**src/rtl/uart_line_coding_ctrl.sv**
```systemverilog
// uart_line_coding_ctrl: collects a 7-byte SET_LINE_CODING record, validates it, drains the UART
// transmitter, commits BAUD_RATE/PARITY_BIT/STOP_BIT/DATA_BITS atomically, then holds TX during settle.
// Optional feature: define LC_DRAIN_TIMEOUT_EN to force the commit (with a CFG_ERR pulse) when the
// drain has lasted DRAIN_TIMEOUT cycles with TX_BUSY still high.
module uart_line_coding_ctrl #(
    parameter logic [31:0] DEFAULT_BAUD  = 32'd115200,
    parameter logic [31:0] MIN_BAUD      = 32'd300,
    parameter logic [31:0] MAX_BAUD      = 32'd6000000,
    parameter logic [15:0] SETTLE_CYCLES = 16'd64,
    parameter logic [23:0] DRAIN_TIMEOUT = 24'd6000000
) (
    input  logic        CLK,
    input  logic        RST,
    input  logic        LC_START,
    input  logic [7:0]  LC_DATA,
    input  logic        LC_VAL,
    output logic        LC_RDY,
    input  logic [15:0] TX_REQ_DATA,
    input  logic        TX_REQ_VAL,
    output logic        TX_STALL,
    output logic [15:0] TX_DATA,
    output logic        TX_DATA_VAL,
    input  logic        TX_BUSY,
    output logic [31:0] BAUD_RATE,
    output logic [7:0]  PARITY_BIT,
    output logic [7:0]  STOP_BIT,
    output logic [7:0]  DATA_BITS,
    output logic        CFG_BUSY,
    output logic        CFG_ERR
);
    localparam logic [2:0] S_RUN     = 3'd0;
    localparam logic [2:0] S_COLLECT = 3'd1;
    localparam logic [2:0] S_DRAIN   = 3'd2;
    localparam logic [2:0] S_APPLY   = 3'd3;
    localparam logic [2:0] S_SETTLE  = 3'd4;

    logic [2:0]  state;
    logic [2:0]  state_nx;
    logic [2:0]  idx;
    logic [2:0]  wr_idx;
    logic [7:0]  rec [0:6];
    logic        idle_seen;
    logic [15:0] settle_cnt;
    logic        cfg_err_q;
    logic        cfg_busy;
    logic        tx_open;
    logic        start_acc;
    logic        val_acc;
    logic        wr_en;
    logic        last;
    logic [31:0] rate;
    logic        rate_ok;
    logic        fmt_ok;
    logic        parity_ok;
    logic        bits_ok;
    logic        rec_ok;
    logic        drain_done;
    logic        drain_timeout;
    logic        settle_done;

    assign cfg_busy  = (state == S_DRAIN) | (state == S_APPLY) | (state == S_SETTLE);
    assign tx_open   = ~cfg_busy;
    assign CFG_BUSY  = cfg_busy;
    assign LC_RDY    = ~cfg_busy;
    assign CFG_ERR   = cfg_err_q;

    // A start (possibly with a byte) always begins at index 0; bytes without a start only count in COLLECT.
    assign start_acc = LC_START & ~cfg_busy;
    assign val_acc   = LC_VAL & ~cfg_busy;
    assign wr_en     = val_acc & (start_acc | (state == S_COLLECT));
    assign wr_idx    = start_acc ? 3'd0 : idx;
    assign last      = wr_en & (wr_idx == 3'd6);

    // bDataBits is still on LC_DATA in the validation cycle; the other six bytes are already stored.
    assign rate      = {rec[3], rec[2], rec[1], rec[0]};
    assign rate_ok   = (rate >= MIN_BAUD) & (rate <= MAX_BAUD);
    assign fmt_ok    = rec[4] <= 8'd2;
    assign parity_ok = rec[5] <= 8'd4;
    assign bits_ok   = LC_DATA inside {8'd5, 8'd6, 8'd7, 8'd8, 8'd16};
    assign rec_ok    = rate_ok & fmt_ok & parity_ok & bits_ok;

    // Two idle cycles in a row cover the one-cycle lag between a send and TX_BUSY rising.
    assign drain_done  = (state == S_DRAIN) & ~TX_BUSY & idle_seen;
    assign settle_done = (state == S_SETTLE) & (({1'b0, settle_cnt} + 17'd1) >= {1'b0, SETTLE_CYCLES});

`ifdef LC_DRAIN_TIMEOUT_EN
    logic [23:0] drain_cnt;

    // Count cycles spent in DRAIN so a transmitter held busy cannot block reconfiguration forever.
    always_ff @(posedge CLK) begin
        if (RST || state != S_DRAIN)
            drain_cnt <= 24'd0;
        else
            drain_cnt <= drain_cnt + 24'd1;
    end

    assign drain_timeout = (state == S_DRAIN) & TX_BUSY & (drain_cnt == DRAIN_TIMEOUT - 24'd1);
`else
    logic unused_drain_timeout;

    assign unused_drain_timeout = ^DRAIN_TIMEOUT;
    assign drain_timeout        = 1'b0;
`endif

    // The TX path is only open while no reconfiguration is in flight.
    always_comb begin
        TX_DATA     = TX_REQ_DATA;
        TX_DATA_VAL = tx_open & TX_REQ_VAL & ~TX_BUSY;
        TX_STALL    = tx_open ? TX_BUSY : 1'b1;
    end

    // Next-state selection for the reconfiguration sequence.
    always_comb begin
        state_nx = state;
        case (state)
            S_RUN:     state_nx = start_acc ? S_COLLECT : S_RUN;
            S_COLLECT: state_nx = last ? (rec_ok ? S_DRAIN : S_RUN) : S_COLLECT;
            S_DRAIN:   state_nx = (drain_done | drain_timeout) ? S_APPLY : S_DRAIN;
            S_APPLY:   state_nx = S_SETTLE;
            S_SETTLE:  state_nx = settle_done ? S_RUN : S_SETTLE;
            default:   state_nx = S_RUN;
        endcase
    end

    // State register, byte index and the one-cycle error pulse.
    always_ff @(posedge CLK) begin
        if (RST) begin
            state     <= S_RUN;
            idx       <= 3'd0;
            cfg_err_q <= 1'b0;
        end else begin
            state     <= state_nx;
            idx       <= last ? 3'd0 : (wr_en ? wr_idx + 3'd1 : (start_acc ? 3'd0 : idx));
            cfg_err_q <= (last & ~rec_ok) | drain_timeout;
        end
    end

    // Shadow record; the live config is only touched in APPLY.
    always_ff @(posedge CLK) begin
        if (RST) begin
            for (int i = 0; i < 7; i++)
                rec[i] <= 8'd0;
        end else if (wr_en) begin
            rec[wr_idx] <= LC_DATA;
        end
    end

    // Remember whether TX_BUSY was low on the previous DRAIN cycle.
    always_ff @(posedge CLK) begin
        if (RST)
            idle_seen <= 1'b0;
        else
            idle_seen <= (state == S_DRAIN) & ~TX_BUSY;
    end

    // Settle counter restarts on every entry to SETTLE and saturates instead of wrapping.
    always_ff @(posedge CLK) begin
        if (RST || state != S_SETTLE)
            settle_cnt <= 16'd0;
        else if (settle_cnt != 16'hFFFF)
            settle_cnt <= settle_cnt + 16'd1;
    end

    // Atomic commit of all four config outputs from the shadow record.
    always_ff @(posedge CLK) begin
        if (RST) begin
            BAUD_RATE  <= DEFAULT_BAUD;
            PARITY_BIT <= 8'd0;
            STOP_BIT   <= 8'd0;
            DATA_BITS  <= 8'd8;
        end else if (state == S_APPLY) begin
            BAUD_RATE  <= rate;
            PARITY_BIT <= rec[5];
            STOP_BIT   <= rec[4];
            DATA_BITS  <= rec[6];
        end
    end
endmodule

```
**config.mk**
```make
export PLATFORM = sky130hd
export DESIGN_NAME = uart_line_coding_ctrl
export DESIGN_NICKNAME = d
export VERILOG_FILES = /design/src/rtl/uart_line_coding_ctrl.sv
export SDC_FILE = /design/constraint.sdc
export NUM_CORES = 1
export LEC_CHECK = 0
export BUFFER_PORTS_ARGS = -buffer_cell sky130_fd_sc_hd__buf_4
export CORE_ASPECT_RATIO = 2
export CORE_MARGIN = 1
export CORE_UTILIZATION = 50
export DETAILED_ROUTE_END_ITERATION = 7
export PLACE_DENSITY = 0.73
export SETUP_SLACK_MARGIN = 0.15
export SYNTH_ARGS = -nofsm -noshare
export SYNTH_HDL_FRONTEND = slang
export SYNTH_SLANG_ARGS = --single-unit
```
**constraint.sdc**
```tcl
create_clock -name CLK -period 2.5 [get_ports CLK]
set_input_delay 0.25 -clock CLK [delete_from_list [all_inputs] [get_ports CLK]]
set_output_delay 0.25 -clock CLK [all_outputs]
set_load 0.03 [all_outputs]
```
==> key figures <==
Outcome
  • Status: completed

Place
  • Pre-CTS setup slack: about 0.28 ns
  • Placed inst area: ~6400 um2
  • PortBufs: 74
  • Post-DP HPWL: approximately 11000 um
  • Placer congestion estimate: 0.925

STA
  • Worst slew pin tran: approximately 0.59 ns
  • Final cycle utilization of the critical path: 0.858
  • Final hold viol count: 0
  • Rel. slew slack: 0.604
  • RSZ-0062 raised after global routing: no
  • Fmax: about 0.47 GHz
  • Hold slack: 0.0318 ns
  • Fin crit period: 2.14 ns
  • Final setup fails: 0
  • Layout Skew: around 0.009 ns
  • Max Slew Vio Count: 0
  • Fin worst setup slack: about 0.36 ns
  • Setup total negative slack: 0 ns

Power and ir drop
  • LEAKAGE: 0.00268 uW
  • Final Power: 5070 uW
  • PD cells: around 720 nW/um2
  • VDD IR max: roughly 0.63 mV

Worst setup path
  • Worst R2R Setup Slack: approximately 0.36 ns
  • Crit end category: flip-flop
  • Crit Path Max Fanout: 9
  • CP startpoint kind: flip-flop
  • Worst Path Arrival: between 2 and 2.5 ns
  • Crit Path Category: reg -> reg
  • Worst path required time: around 2.6 ns

Detailed routing
  • Via/cell ratio: about 5.6
  • DR iter-0 viols: around 220
  • Via count: ~4600
  • # DRC: 0
  • Total Wirelength: 14200 um
  • Routed wire per std cell: between 15 and 20 um
  • TritonRoute pass-1 iters: 4
  • Final ANT Viol Nets: 0

GRT
  • Vias in the first global route: about 4700
  • First-pass GRT wire length: approximately 22000 um
  • Initial antenna violation count: 0
  • GRT Residual Overflow: 0
  • Tot GR Track Use: 0.250
  • Largest net degree at the start of global routing: 48

Clocking
  • Number of buffers created by CTS: 17
  • CTS tree: done
  • Clk sink count: between 100 and 150
  • Root Driver: clkbuf_16
  • Postcts setup bufs: 0
  • H-tree levels: 4
  • Worst skew pair latency: approximately 0.42 ns
  • Clock transition at path regs: roughly 0.06 ns
  • # hold bufs at CTS: 0
  • CTS resizes: 0
  • CTS max path bufs: 2

Floorplanning
  • Initial core utilization: 0.513
  • Die H: around 150 um
  • Core area: approximately 11000 um2
  • Die W: 78.1 um
  • Die area: ~12000 um2
  • Num rows: between 50 and 60
  • Top Ports: around 110

Flow run
  • Max-Cap Viols: 0

Synthesis
  • Register area share after synthesis: 0.554
  • Post-synthesis register bit count: 136
  • Post-Synthesis Cells: just over 600
  • Cell taking the most area after synthesis: dfxtp_1
  • Synth warn: 0
  • Synth Flop Type: dfxtp_1
  • Post-Syn Nets: 656
  • Syn avg cell area: 9.30 um2
  • Unique masters post-synth: 61
  • Post-synth ARST share: 0
  • Synthesized area: between 5000 and 6000 um2
  • Synth area leaders: dfxtp_1, edfxtp_1, nand2_1
  • Yosys top cell area share: 0.304
  • Post-synth EDFFs: 48

Cells and area
  • Share of cells above drive strength 1: 0.200
  • Final Cell Area: 7010 um2
  • Antenna cells: 0
  • Filler cells: 981
  • Layout area overhead: 21.2%
  • Nets: 712

Worst hold path
  • HP Class: in -> reg
## path summary, 6_finish.rpt
path / startpoint / endpoint / cells after the start
max: state[2]$_SDFF_PP0_ / rec[2][3]$_SDFFCE_PN0P_ / 5
min: TX_BUSY / idle_seen$_SDFF_PP0_ / 2
max reg2reg: state[2]$_SDFF_PP0_ / rec[2][3]$_SDFFCE_PN0P_ / 5
min reg2reg: BAUD_RATE[18]$_SDFFE_PP0N_ / BAUD_RATE[18]$_SDFFE_PP0N_ / 2
## synth_stat cells (3+ instances only)
library cell / number
a21oi_1: 74
and2_1: 29
and3_1: 3
and4_1: 4
buf_1: 5
buf_2: 8
buf_4: 17
clkbuf_1: 18
dfxtp_1: 88
edfxtp_1: 48
ha_1: 4
inv_1: 15
mux2i_1: 3
nand2_1: 140
nand2b_1: 3
nand3_1: 21
nand4_1: 12
nor2_1: 24
nor2_2: 8
nor2b_1: 4
nor3_1: 10
nor4_1: 14
o21ai_0: 10
o22a_1: 5
xnor2_1: 7
xor2_1: 7
## kinds of logic (layout without fill, tap and decap cells)
kind of cell,after synthesis,count (layout),share of synthesized area
multiplexers,3,3,0.00519
buffers and inverters,64,133,0.0545
AO/OA/AOI/OAI,109,109,0.110
adder cells (fa/ha/maj),4,4,0.00865
flip-flops,136,136,0.554
XOR/XNOR,14,14,0.0212
AND/OR/NAND/NOR,292,292,0.247
## per-layer routing
layer | vias to the layer above | track usage | part of all wire
met1 | 2191 | 0.209 | 0.33
met5 | - | 0 | 0
li1 | 2238 | - | -
met2 | 138 | 0.484 | 0.57
met3 | 65 | 0.0576 | 0.034
met4 | 0 | 0.183 | 0.067
## critical path, cell delays in order (launching register included)
cell and delay [ns]:
dfxtp_1 0.44, nand2b_2 0.22, and3_1 0.22, and4_1 0.35
nand2_1 0.24, nand2_1 0.35
## cells in the final DEF, fill, tap and decap left out, types with 7 or more instances in the layout
cell	count
nand2_1	139
dfxtp_1	88
buf_4	84
a21oi_1	74
edfxtp_1	48
and2_1	29
nor2_1	24
nand3_1	21
clkbuf_16	20
inv_1	15
nor4_1	14
nand4_1	12
o21ai_0	10
nor3_1	9
nor2_2	8
xnor2_1	7
xor2_1	7
## registers in the layout, indices dropped and copies added (netlist names)
register,flops
BAUD_RATE,32
CFG_ERR,1
DATA_BITS,8
settle_cnt,16
STOP_BIT,8
state,3
rec,56
idx,3
PARITY_BIT,8
idle_seen,1
## metrics by stage
| stage | cells | util |
|---|---|---|
| after floorplan | 622 | - |
| after detailed placement | 801 | 0.565 |
| after CTS | 833 | 0.621 |
| after global placement | 801 | 0.565 |
| after global routing | 833 | 0.621 |
| final | 833 | 0.621 |
## power breakdown
part	internal, uW	switching [uW]
Clock	1630	934
Sequential	2330	33.0
Combinational	50.0	103
Total	4000	1070
## final cells by class
cell class                 instances  area [um2]  area share
clock buffer                      24         546      0.0778
multi-input combinational        422        2280       0.325
tap                              142         178      0.0253
sequential                       136        3200       0.457
inverter                          15        56.3     0.00803
timing repair buffer              86         671      0.0956
clock inverter                     8        78.8      0.0112
Power figures use the tool's default switching activity.
